## config.mk

```make
export PLATFORM = sky130hd
export DESIGN_NAME = motor_drive_sequencer
export DESIGN_NICKNAME = d
export VERILOG_FILES = /design/src/rtl/motor_seq_pkg.sv /design/src/rtl/pwm_gen.sv /design/src/rtl/motor_drive_sequencer.sv
export SDC_FILE = /design/constraint.sdc
export NUM_CORES = 1
export LEC_CHECK = 0
export CAP_MARGIN = 20
export CORE_UTILIZATION = 35
export DETAILED_ROUTE_END_ITERATION = 10
export MAX_ROUTING_LAYER = met4
export PLACE_DENSITY = 0.63
export REMOVE_ABC_BUFFERS = 1
export SYNTH_ARGS = -nofsm -noshare
export SYNTH_HDL_FRONTEND = slang
export SYNTH_SLANG_ARGS = --single-unit
export TNS_END_PERCENT = 20
```

## constraint.sdc

```tcl
create_clock -name clk -period 5.9 [get_ports clk]
set_input_delay 0.885 -clock clk [delete_from_list [all_inputs] [get_ports clk]]
set_output_delay 0.885 -clock clk [all_outputs]
set_load 0.02 [all_outputs]
```

## src/rtl/motor_seq_pkg.sv

```systemverilog
// motor_seq_pkg: shared state encoding, default duty width and state helper for the motor drive sequencer.
package motor_seq_pkg;
  localparam int DUTY_W_DEF = 8;
  typedef enum logic [2:0] {
    ST_IDLE      = 3'd0,
    ST_RUN       = 3'd1,
    ST_RAMP_DOWN = 3'd2,
    ST_DEAD      = 3'd3,
    ST_SWITCH    = 3'd4
  } state_t;
  function automatic logic is_driving(input state_t s);
    return (s == ST_RUN) || (s == ST_RAMP_DOWN);
  endfunction
endpackage

```

## src/rtl/pwm_gen.sv

```systemverilog
// pwm_gen: prescaled free-running PWM with period-aligned shadow duty and registered, run-gated output.
module pwm_gen #(
  parameter int DUTY_W       = 8,
  parameter int PWM_PRESCALE = 20
) (
  input  logic              clk,
  input  logic              reset,
  input  logic              run,
  input  logic [DUTY_W-1:0] duty,
  output logic              en
);
  localparam int PRE_W = (PWM_PRESCALE > 1) ? $clog2(PWM_PRESCALE) : 1;
  logic [PRE_W-1:0]  r_pre;
  logic [DUTY_W-1:0] r_cnt;
  logic [DUTY_W-1:0] r_shadow;
  logic              r_en;
  logic              w_tick;
  assign w_tick = r_pre == PRE_W'(PWM_PRESCALE - 1);
  assign en     = r_en;
  // shadow is cleared whenever drive stops so a restart never replays a stale duty
  always_ff @(posedge clk) begin
    if (reset) begin
      r_pre    <= '0;
      r_cnt    <= '0;
      r_shadow <= '0;
      r_en     <= 1'b0;
    end else begin
      r_pre    <= w_tick ? '0 : r_pre + 1'b1;
      r_cnt    <= w_tick ? r_cnt + 1'b1 : r_cnt;
      r_shadow <= !run ? '0 : (w_tick && &r_cnt) ? duty : r_shadow;
      r_en     <= run && (r_cnt < r_shadow);
    end
  end
endmodule

```

## src/rtl/motor_drive_sequencer.sv

```systemverilog
// motor_drive_sequencer: H-bridge EN/DIR sequencer with duty ramping, dead-time and estop handling.
// Optional hall stall detection is built when MOTOR_STALL_DET_EN is defined.
module motor_drive_sequencer
  import motor_seq_pkg::*;
#(
  parameter int DUTY_W           = DUTY_W_DEF,
  parameter int PWM_PRESCALE     = 20,
  parameter int RAMP_STEP_CYCLES = 10_000,
  parameter int DEADTIME_CYCLES  = 100_000,
  parameter int STALL_CYCLES     = 50_000_000
) (
  input  logic              clk,
  input  logic              reset,
  input  logic              cmd_valid,
  output logic              cmd_ready,
  input  logic [DUTY_W-1:0] cmd_duty,
  input  logic              cmd_dir,
  input  logic              cmd_enable,
  input  logic              estop,
  input  logic              sa,
  output logic              en,
  output logic              dir,
  output logic [DUTY_W-1:0] cur_duty,
  output logic [2:0]        state_o,
  output logic              stall_fault
);
  localparam int RAMP_W = $clog2(RAMP_STEP_CYCLES + 1);
  localparam int DEAD_W = $clog2(DEADTIME_CYCLES + 1);
  state_t            r_state, w_next;
  logic [DUTY_W-1:0] r_duty, r_tgt_duty, w_duty_nxt;
  logic              r_tgt_dir, r_tgt_en, r_dir;
  logic [RAMP_W-1:0] r_ramp_cnt;
  logic [DEAD_W-1:0] r_dead_cnt;
  logic              w_acc, w_take, w_stop, w_ign, w_step, w_dead_done, w_stall_trip;
  logic              w_up, w_dn;
  assign cmd_ready   = (r_state == ST_IDLE || r_state == ST_RUN) && !estop;
  assign w_acc       = cmd_valid && cmd_ready;
  assign w_take      = w_acc && !w_ign;
  assign w_stop      = estop || w_stall_trip;
  assign w_step      = r_ramp_cnt == RAMP_W'(RAMP_STEP_CYCLES - 1);
  assign w_dead_done = r_dead_cnt == DEAD_W'(DEADTIME_CYCLES - 1);
  assign w_up        = r_duty < r_tgt_duty;
  assign w_dn        = (r_state == ST_RAMP_DOWN) ? (r_duty != '0) : (r_duty > r_tgt_duty);
  assign dir         = r_dir;
  assign cur_duty    = r_duty;
  assign state_o     = r_state;
  always_comb begin
    w_next = r_state;
    case (r_state)
      ST_IDLE:      if (w_take && cmd_enable) w_next = (cmd_dir != r_dir) ? ST_DEAD : ST_RUN;
      ST_RUN:       if (w_take && (!cmd_enable || cmd_dir != r_dir)) w_next = ST_RAMP_DOWN;
      ST_RAMP_DOWN: if (r_duty == '0) w_next = ST_DEAD;
      ST_DEAD:      if (w_dead_done) w_next = r_tgt_en ? ST_SWITCH : ST_IDLE;
      ST_SWITCH:    w_next = ST_RUN;
      default:      w_next = ST_IDLE;
    endcase
    if (w_stop) w_next = ST_DEAD;
  end
  always_comb begin
    w_duty_nxt = (w_stop || !is_driving(r_state)) ? '0 :
                 !w_step                            ? r_duty :
                 (r_state == ST_RUN && w_up)        ? r_duty + 1'b1 :
                 w_dn                               ? r_duty - 1'b1 : r_duty;
  end
  // ramp counter restarts on each state entry so the first step lands a full interval later
  always_ff @(posedge clk) begin
    if (reset) begin
      r_state    <= ST_IDLE;
      r_duty     <= '0;
      r_tgt_duty <= '0;
      r_tgt_dir  <= 1'b0;
      r_tgt_en   <= 1'b0;
      r_dir      <= 1'b0;
      r_ramp_cnt <= '0;
      r_dead_cnt <= '0;
    end else begin
      r_state    <= w_next;
      r_duty     <= w_duty_nxt;
      r_ramp_cnt <= (w_next != r_state || w_step) ? '0 : r_ramp_cnt + 1'b1;
      r_dead_cnt <= (r_state == ST_DEAD && w_next == ST_DEAD && !w_stop) ? r_dead_cnt + 1'b1 : '0;
      if (w_take) begin
        r_tgt_duty <= cmd_duty;
        r_tgt_dir  <= cmd_dir;
        r_tgt_en   <= cmd_enable;
      end
      if (w_stop) r_tgt_en <= 1'b0;
      if (r_state == ST_SWITCH) r_dir <= r_tgt_dir;
    end
  end
`ifdef MOTOR_STALL_DET_EN
  localparam int STALL_W = $clog2(STALL_CYCLES + 1);
  logic [1:0]         r_sa_sync;
  logic               r_sa_d;
  logic [STALL_W-1:0] r_stall_cnt;
  logic               r_stall;
  logic               w_sa_rise, w_stall_run;
  assign w_sa_rise    = r_sa_sync[1] && !r_sa_d;
  assign w_stall_run  = (r_state == ST_RUN) && (r_duty != '0);
  assign w_stall_trip = w_stall_run && !w_sa_rise && (r_stall_cnt == STALL_W'(STALL_CYCLES - 1));
  assign w_ign        = r_stall && cmd_enable;
  assign stall_fault  = r_stall;
  always_ff @(posedge clk) begin
    if (reset) begin
      r_sa_sync   <= '0;
      r_sa_d      <= 1'b0;
      r_stall_cnt <= '0;
      r_stall     <= 1'b0;
    end else begin
      r_sa_sync   <= {r_sa_sync[0], sa};
      r_sa_d      <= r_sa_sync[1];
      r_stall_cnt <= (w_sa_rise || !w_stall_run || w_stall_trip) ? '0 : r_stall_cnt + 1'b1;
      r_stall     <= w_stall_trip ? 1'b1 : (w_acc && !cmd_enable) ? 1'b0 : r_stall;
    end
  end
`else
  logic w_unused_sa;
  assign w_unused_sa  = sa;
  assign w_stall_trip = 1'b0;
  assign w_ign        = 1'b0;
  assign stall_fault  = 1'b0;
`endif
  pwm_gen #(
    .DUTY_W      (DUTY_W),
    .PWM_PRESCALE(PWM_PRESCALE)
  ) u_pwm (
    .clk  (clk),
    .reset(reset),
    .run  (is_driving(w_next)),
    .duty (r_duty),
    .en   (en)
  );
endmodule

```

# Yosys cells after proc, flatten, opt, wreduce, memory -nomap -nowiden
# Index checks and enable logic that the tools add are counted.
# classes
magnitude_cmp	3
div	0
add_sub_neg	6
n_bitwise	2
reduce_logical	30
multipliers	0
n_eq_ne	12
mux	11
shifts	0
# ops
cell	count
3-bit 2-to-1 mux	6
17-bit by 1-bit adder with 17-bit output, second input constant	1
17-bit == test, second input constant	1
8-bit by 1-bit adder with 8-bit output, second input constant	2
8-bit < comparator	2
8-bit 2-to-1 mux	2
3-bit case mux with 5 select lines	1
14-bit by 1-bit adder with 14-bit output, second input constant	1
14-bit == test, second input constant	1
3-bit by 2-bit == test with 1-bit output, second input constant	4
2-bit OR reduction	6
1-bit logical AND	9
8-bit > comparator	1
8-bit logical NOT	1
8-bit AND reduction	1
8-bit nonzero test	1
8-bit by 1-bit subtractor with 8-bit output, second input constant	1
3-bit by 1-bit == test with 1-bit output, second input constant	2
1-bit logical OR	6
5-bit by 1-bit adder with 5-bit output, second input constant	1
5-bit == test, second input constant	1
3-bit == test, second input constant	1
1-bit logical NOT	3
3-bit logical NOT	1
other kinds (7)	8
# totals
output_inout_bits	15
regBits	75
rom_bits	0
mem_count	0
mem_bits_rw	0
latchBits	0
inputBits	15

# Logic depth before layout (Yosys ltp)
# Gate-level depths: netlist of the first run.
# logic_depth
depth_word	13
mapped_depth	14

# By module
# A second synthesis of the first run with hierarchy kept.
# hier_totals
hier_cells	444
area_unflattened_um2	3935.0
# modules_own_cells
module	instances	area_per_inst_um2	seq_area_each_um2	cells_per_inst
motor_drive_sequencer	1	2870.3	1061.0	329
pwm_gen	1	1064.8	440.4	115

# Worst setup path before layout of the first run
# No wires, ideal clock.
# synth_timing
path_type	register -> register
startpoint	register r_duty[2], in the netlist cur_duty[2]
endpoint	register r_duty[6], in the netlist cur_duty[6]
slack_ns	2.882
stages_incl_launch_ff	14
setup_time_ns	0.073
t_required_ns	5.827
t_arrival_ns	2.946
path_buffers	0
path_cell_list	dfxtp_1 ha_1 a21oi_1 o211a_1 o211ai_1 nor2_1 inv_1 ha_1 a21o_1 a21oi_1 or4b_2 o2111ai_1 nand3_1 a21oi_1
# synth_between
elab_chain_cells	4
word_cells_on_any_way	11
cone_classes	2 x add/sub; 2 x order compare; 3 x mux; 4 x reduce/logical
# synth_lines
item	line	source
start: declaration	motor_drive_sequencer.sv:30	logic [DUTY_W-1:0] r_duty, r_tgt_duty, w_duty_nxt;
start signal: assignment	motor_drive_sequencer.sv:78	r_duty <= w_duty_nxt;
8-bit > comparator, or another cell as far along	motor_drive_sequencer.sv:43	assign w_dn = (r_state == ST_RAMP_DOWN) ? (r_duty != '0) : (r_duty > r_tgt_duty);
1-bit 2-to-1 mux / 1-bit logical AND (equally long branches)	motor_drive_sequencer.sv:43, motor_drive_sequencer.sv:62	
2-bit nonzero test (no line)	--	
2-bit AND reduction (no line)	--	
# Several ways; a longest one is shown, not always the timed one. The select of a mux whose other input is x is not followed.
# A chain may end at the register's enable or synchronous reset.

# Final worst setup path of the first run
# layout_timing
startpoint	register r_duty[0], in the netlist cur_duty[0]
endpoint	register r_duty[7], in the netlist cur_duty[7]
# Same word-level chain as after synthesis.

==> results.py, run 1 <==
metrics = {
    "layout": {
        "nNetsFinal": 535,
        "fin_cells": 638,
        "drive_above_1_share_pct": 6.225,
        "utilization_pct": 42.35,
        "syn_to_final_growth_pct": 15.89,
        "diodes": 0,
    },
    "detailed_routing": {
        "drt_iter0_drc": 152,
        "drc": 0,
        "wl_per_cell_um": 13.22,
        "detailroute.via_count": 3299,
        "ant_nets": 0,
        "firstDrtPassIters": 4,
        "routed_wirelength_um": 8432,
        "vias_per_cell": 5.171,
    },
    "synth": {
        "syn_area_per_cell_um2": 8.577,
        "yosys_register_bits": 75,
        "synth_cell_types": 65,
        "synth_edf_count": 0,
        "ys.flop_type": "dfxtp_1",
        "synth_seq_area_share_pct": 37.24,
        "syn_inst": 470,
        "synthArstFlopShare_pct": 0,
        "netlist_area_um2": 4031,
        "ys_warn_count": 0,
    },
    "power_and_ir_drop": {
        "p_sw_mw": 0.2613,
        "p_leak_nw": 1.640,
        "swShare_pct": 22.92,
        "power_density_nw_per_um2": 244.0,
        "ir_worst_vdd_uv": 171.8,
        "power_mw": 1.140,
        "seqPwrFrac_pct": 45.9,
        "power.internal_mw": 0.8786,
        "comb_power_share_pct": 8.7,
        "pwr-share-clk_pct": 45.5,
    },
    "global_routing": {
        "grt_pass1_wl_um": 14350,
        "antenna_found_initial": 0,
        "grt_max_degree": 30,
        "grtUsageTotal_pct": 15.87,
        "grt_pass1_vias": 3073,
        "grt_overflow_total": 0,
    },
    "clocking": {
        "cts_hold_buffers": 0,
        "post-cts-setup-buffers": 0,
        "clkTransAtPathRegs_ps": 60,
        "ctsRootBufferMaster": "clkbuf_16",
        "cts.sink_count": 75,
        "cts-buffers-inserted": 9,
        "cts_max_level": 3,
        "clk_latency_ps": 330,
        "cts_buffer_depth": 2,
        "tritoncts": "built",
        "cts-resized-gates": 0,
    },
    "setup_path": {
        "path_class": "flop to flop",
        "required_ps": 6150,
        "cp_data_arrival_time_ps": 3800,
        "cp_slowest_cell": "dfxtp_1",
        "path_cells": "inv_1 > ha_1 > nand4b_1 > o211a_1 > o211ai_1 > nor2_1 > inv_1 > ha_1 > a21oi_1 > o211ai_1 > o41ai_1 > o21ai_0 > o2111ai_1 > mux2i_1",
        "cp-end-kind": "flop",
        "crit_fanout": 7,
        "start_kind": "flop",
        "cpPeakStageDelay_ps": 510,
    },
    "min_path": {
        "min_path_type": "flop to flop",
    },
    "sta": {
        "slew_violations": 0,
        "period_needed_ps": 3545,
        "max_freq_ghz": 0.2821,
        "maxSlewHeadroom_pct": 52.27,
        "rsz0062_at_grt": "false",
        "setup_violations": 0,
        "worst_pin_slew_ps": 710.6,
        "finalHoldViolations": 0,
        "post-route-period-util_pct": 60.09,
        "finClkSkew_ps": 4.710,
        "tns_ps": 0,
    },
    "die": {
        "fp.dieH_um": 109.3,
        "die_w_um": 109.3,
        "initial_core_util_pct": 36.55,
        "fp.coreArea_um2": 11030,
        "fp.dieArea_um2": 11950,
        "row_count": 38,
        "pin_count": 30,
    },
    "job": {
        "drv_cap": 0,
    },
    "status": {
        "status": "finished clean",
    },
    "place": {
        "gp_congestion": 0.8038,
        "dp_hpwl_um": 6170,
        "placed_cells": 623,
        "port_buffers": 27,
    },
}
==> worst max-delay path, delay by kind of cell (launching register included) <==
kind / cells / cell delay [ps]
AND/OR/NAND/NOR: 2 / 270
adder cells (fa/ha/maj): 2 / 490
buffers and inverters: 2 / 340
flip-flops: 1 / 510
AO/OA/AOI/OAI: 7 / 1620
multiplexers: 1 / 210
==> cell families (layout without fill, tap and decap cells) <==
kind of cell	count (synthesis)	count (layout)	share of synthesized area (%)
AO/OA/AOI/OAI	75	75	12.23
XOR/XNOR	40	40	8.690
adder cells (fa/ha/maj)	26	26	8.256
buffers and inverters	44	72	4.904
flip-flops	75	75	37.24
multiplexers	13	13	3.228
other	1	1	0.09302
AND/OR/NAND/NOR	196	196	25.36
==> synthesized netlist by cell type (all sizes together) (3+ instances only) <==
| cell | count | area share, % |
|---|---|---|
| xnor2 | 18 | 3.9 |
| a211oi | 4 | 0.74 |
| nor4 | 4 | 1.1 |
| and3 | 9 | 1.4 |
| buf | 7 | 1.5 |
| nor4b | 3 | 0.65 |
| inv | 29 | 2.7 |
| nor3 | 13 | 1.9 |
| nand2b | 4 | 0.62 |
| o211ai | 3 | 0.68 |
| xor2 | 22 | 4.8 |
| o21ai | 15 | 1.9 |
| nand2 | 35 | 3.3 |
| nor2 | 69 | 6.6 |
| nand3 | 24 | 3.3 |
| a21oi | 28 | 3.6 |
| ha | 25 | 7.8 |
| nand4 | 14 | 2.2 |
| or3 | 4 | 0.65 |
| a21o | 4 | 0.74 |
| nor3b | 3 | 0.56 |
| mux2i | 13 | 3.2 |
| dfxtp | 75 | 37 |
| clkbuf | 8 | 0.74 |
==> registers in the layout, summed over array words and instances (netlist names) <==
register,count
r_tgt_duty,8
r_tgt_dir,1
cur_duty,8
u_pwm.r_shadow,8
r_dead_cnt,17
u_pwm.r_pre,5
dir,1
r_tgt_en,1
u_pwm.en,1
u_pwm.r_cnt,8
state_o,3
r_ramp_cnt,14
==> placed cells by master (no fill, tap or decap), types with 4 or more instances in the layout <==
master and count:
ha_1 25, clkdlybuf4s50_1 27, dfxtp_1 75, a21oi_1 27, inv_1 29, nand2b_1 4, nor2_1 66, nand2_1 34
o21ai_0 15, xor2_1 22, nand3_1 23, nand4_1 14, clkbuf_16 9, a21o_1 4, a211oi_1 4, xnor2_1 18
nor3_1 12, mux2i_1 13, and3_1 9
==> stage by stage <==
stage | worst slack, ps | hold slack, ps | cell area [µm²]
6_report | 2355 | 455.6 | 4672
5_1_grt | 2138 | 479.6 | 4672
4_1_cts | 2410 | 458.9 | 4672
3_5_place_dp | 2452 | 451.3 | 4395
3_3_place_gp | 2507 | 439.5 | 4395
2_1_floorplan | 2857 | 426.2 | 3943
==> metal layers <==
layer	vias up	GRT usage (%)	wire length, µm	share of wire [%]
li1	1684	-	-	-
met1	1547	19.81	3994	47
met2	62	24.93	3985	47
met3	6	4.742	370	4.4
met4	0	4.286	80	0.95
met5	-	-	0	0
==> path summary, 6_finish.rpt <==
path	end	cells after the start	slack (ps)	start
setup / recovery	cur_duty[7]	14	2350	cur_duty[0]
hold / removal	r_tgt_duty[1]	2	460	r_tgt_duty[1]
setup reg to reg	cur_duty[7]	14	2350	cur_duty[0]
hold reg to reg	r_tgt_duty[1]	2	460	r_tgt_duty[1]
==> final cells by class <==
class	instances	area [µm²]
inverter	29	108.9
clock buffer	12	236.5
sequential	75	1501
multi-input combinational	351	2332
timing repair buffer	28	277.8
tap	140	175.2
fill	1113	6359
clock inverter	3	40.04
==> power by group through the flow <==
| stage | clock network, mW | logic, mW | registers (mW) |
|---|---|---|---|
| after global placement | 0 | 0.0963 | 0.533 |
| after floorplan | 0 | 0.0641 | 0.533 |
| after global routing | 0.556 | 0.112 | 0.524 |
| after detailed placement | 0 | 0.0984 | 0.534 |
| after CTS | 0.532 | 0.0993 | 0.523 |
| final | 0.518 | 0.0987 | 0.523 |
Power figures use the tool's default switching activity.
==> inputs of run 2 (changes only) <==
PLACE_DENSITY = 0.65   (was 0.63)
clock period = 3.1 ns   (was 5.9 ns; I/O delays follow)
==> run 2 against run 1 <==
Compared with the run above:
- wire length grew 5.5%
- register-to-register slack lost 2200 ps
- utilization grew 3.0 points
- non-clock buffer count grew 18
- clock-buffer cell count is the same
- critical path depth grew 1
- cell count grew 3.0%
- highest routed layer unchanged
==> results.py, run 2 (synthesized netlist as in run 1, its figures left out) <==
metrics = {
    "status": {
        "status": "finished clean",
    },
    "die": {
        "fp.dieH_um": 109.3,
        "fp.coreArea_um2": 11030,
        "die_w_um": 109.3,
        "initial_core_util_pct": 36.55,
        "pin_count": 30,
        "fp.dieArea_um2": 11950,
        "row_count": 38,
    },
    "sta": {
        "post-route-period-util_pct": 94.07,
        "slew_violations": 0,
        "period_needed_ps": 2916,
        "finClkSkew_ps": 6.386,
        "fin_ws_ps": 183.7,
        "finalHoldViolations": 0,
        "worst_pin_slew_ps": 685.1,
        "setup_violations": 0,
        "maxSlewHeadroom_pct": 53.98,
        "max_freq_ghz": 0.3429,
    },
    "setup_path": {
        "cp_data_arrival_time_ps": 3180,
        "required_ps": 3370,
        "crit_fanout": 6,
        "r2r-start": "r_tgt_duty[3]",
        "path_class": "flop to flop",
        "crit_path_start": "r_tgt_duty[3]",
        "start_kind": "flop",
        "reg2regPathDepth": 15,
        "cp-end-kind": "flop",
    },
    "clocking": {
        "ctsRootBufferMaster": "clkbuf_16",
        "cts_max_level": 3,
        "cts.sink_count": 75,
        "tritoncts": "built",
        "cts-buffers-inserted": 9,
        "cts_buffer_depth": 2,
        "clk_latency_ps": 330,
        "clkTransAtPathRegs_ps": 60,
        "cts_hold_buffers": 0,
    },
    "layout": {
        "largest_register_ffs": 17,
        "mostFrequentLayoutCells": "dfxtp_1, nor2_1, nand2_1, inv_1, clkdlybuf4s50_1",
        "nNetsFinal": 553,
        "drive_above_1_share_pct": 14.12,
        "reg.largest.list": "r_dead_cnt (17), r_ramp_cnt (14)",
        "syn_to_final_growth_pct": 24.18,
        "top_register": "r_dead_cnt",
        "fin_area_um2": 5006,
        "diodes": 0,
        "final_common_cell": "dfxtp_1",
    },
    "detailed_routing": {
        "wl_per_cell_um": 13.54,
        "detailroute.via_count": 3361,
        "top_layer_used": "met4",
        "wl_met1_um": 4068,
        "wl_met3_um": 389,
        "vias_per_cell": 5.116,
        "ant_nets": 0,
        "drt_iter0_drc": 185,
        "firstDrtPassIters": 4,
        "drc": 0,
        "routed-wl-met2_um": 4370,
        "routed_wirelength_um": 8893,
    },
    "power_and_ir_drop": {
        "ir_worst_vdd_uv": 418.6,
        "p_leak_nw": 1.766,
        "power_density_nw_per_um2": 456.8,
        "power_mw": 2.287,
    },
    "place": {
        "place_ws_ps": -52.49,
        "gp_congestion": 0.8167,
        "port_buffers": 27,
        "dpl_cell_area_um2": 4523,
        "dp_hpwl_um": 6524,
    },
    "job": {
        "drv_cap": 0,
    },
    "min_path": {
        "hold_path_depth": 2,
        "hp-start": "r_tgt_dir",
        "min_path_type": "flop to flop",
    },
    "global_routing": {
        "grt_overflow_total": 0,
        "grt_pass1_vias": 3263,
        "grtUsageTotal_pct": 16.14,
        "grt_max_degree": 25,
        "grt_pass1_wl_um": 14720,
        "antenna_found_initial": 0,
    },
}
-- run 2: cell count changes in the layout (fill, tap and decap cells not counted), sizes merged --
cell	previous run	this run
clkinvlp	0	1
buf	1	19
-- run 2: per-layer routing --
layer / GRT usage (%) / vias up
li1: - / 1729
met1: 18.84 / 1570
met2: 26.86 / 50
met3: 5.394 / 12
met4: 3.619 / 0
met5: - / -
-- run 2: power breakdown --
part	switching, mW	total (mW)	leakage [nW]	internal (mW)
Sequential	0.00914	0.987	0.608	0.978
Clock	0.389	1.07	0.155	0.686
Combinational	0.128	0.225	1.00	0.0969
Total	0.526	2.29	1.77	1.76
-- run 2: path summary, 6_finish.rpt --
path                  to  slack, ps
min            r_tgt_dir        460
min reg2reg    r_tgt_dir        460
max          cur_duty[7]        180
max reg2reg  cur_duty[7]        180
-- run 2: what timing repair did --
action,in CTS,in global routing
endpoints found under the hold margin,0,0
cloned,0,0
pin swaps,0,10
gates resized for setup,1,23
buffers inserted,0,1
endpoints found under the setup margin,2,2
-- run 2: through the flow --
stage | hold slack (ps) | util (%) | instances | setup TNS (ps)
5_1_grt | 477.2 | 45.38 | 657 | -4.298
3_5_place_dp | 448.4 | 41.01 | 640 | -75.24
4_1_cts | 456.2 | 43.92 | 656 | -31.85
3_3_place_gp | 439.5 | 41.01 | 640 | 0
6_report | 455.0 | 45.38 | 657 | 0
2_1_floorplan | 426.2 | - | 455 | 0
-- run 2: final cells by class --
class | instances | area (µm²)
multi-input combinational | 351 | 2487
clock buffer | 12 | 266.5
sequential | 75 | 1505
inverter | 29 | 111.4
tap | 140 | 175.2
clock inverter | 4 | 47.55
timing repair buffer | 46 | 412.9
fill | 1068 | 6025
-- run 2: critical path, stage by stage (launching register included) --
cell       delay (ps)
dfxtp_1           330
inv_1              70
ha_4              270
inv_1              30
o211a_1           230
o211ai_1          280
nor2_2            110
inv_4             150
ha_4              220
a21oi_4           120
o211ai_1          140
o41ai_2           340
buf_4             170
o21ai_0            70
o2111ai_1         120
mux2i_1           200
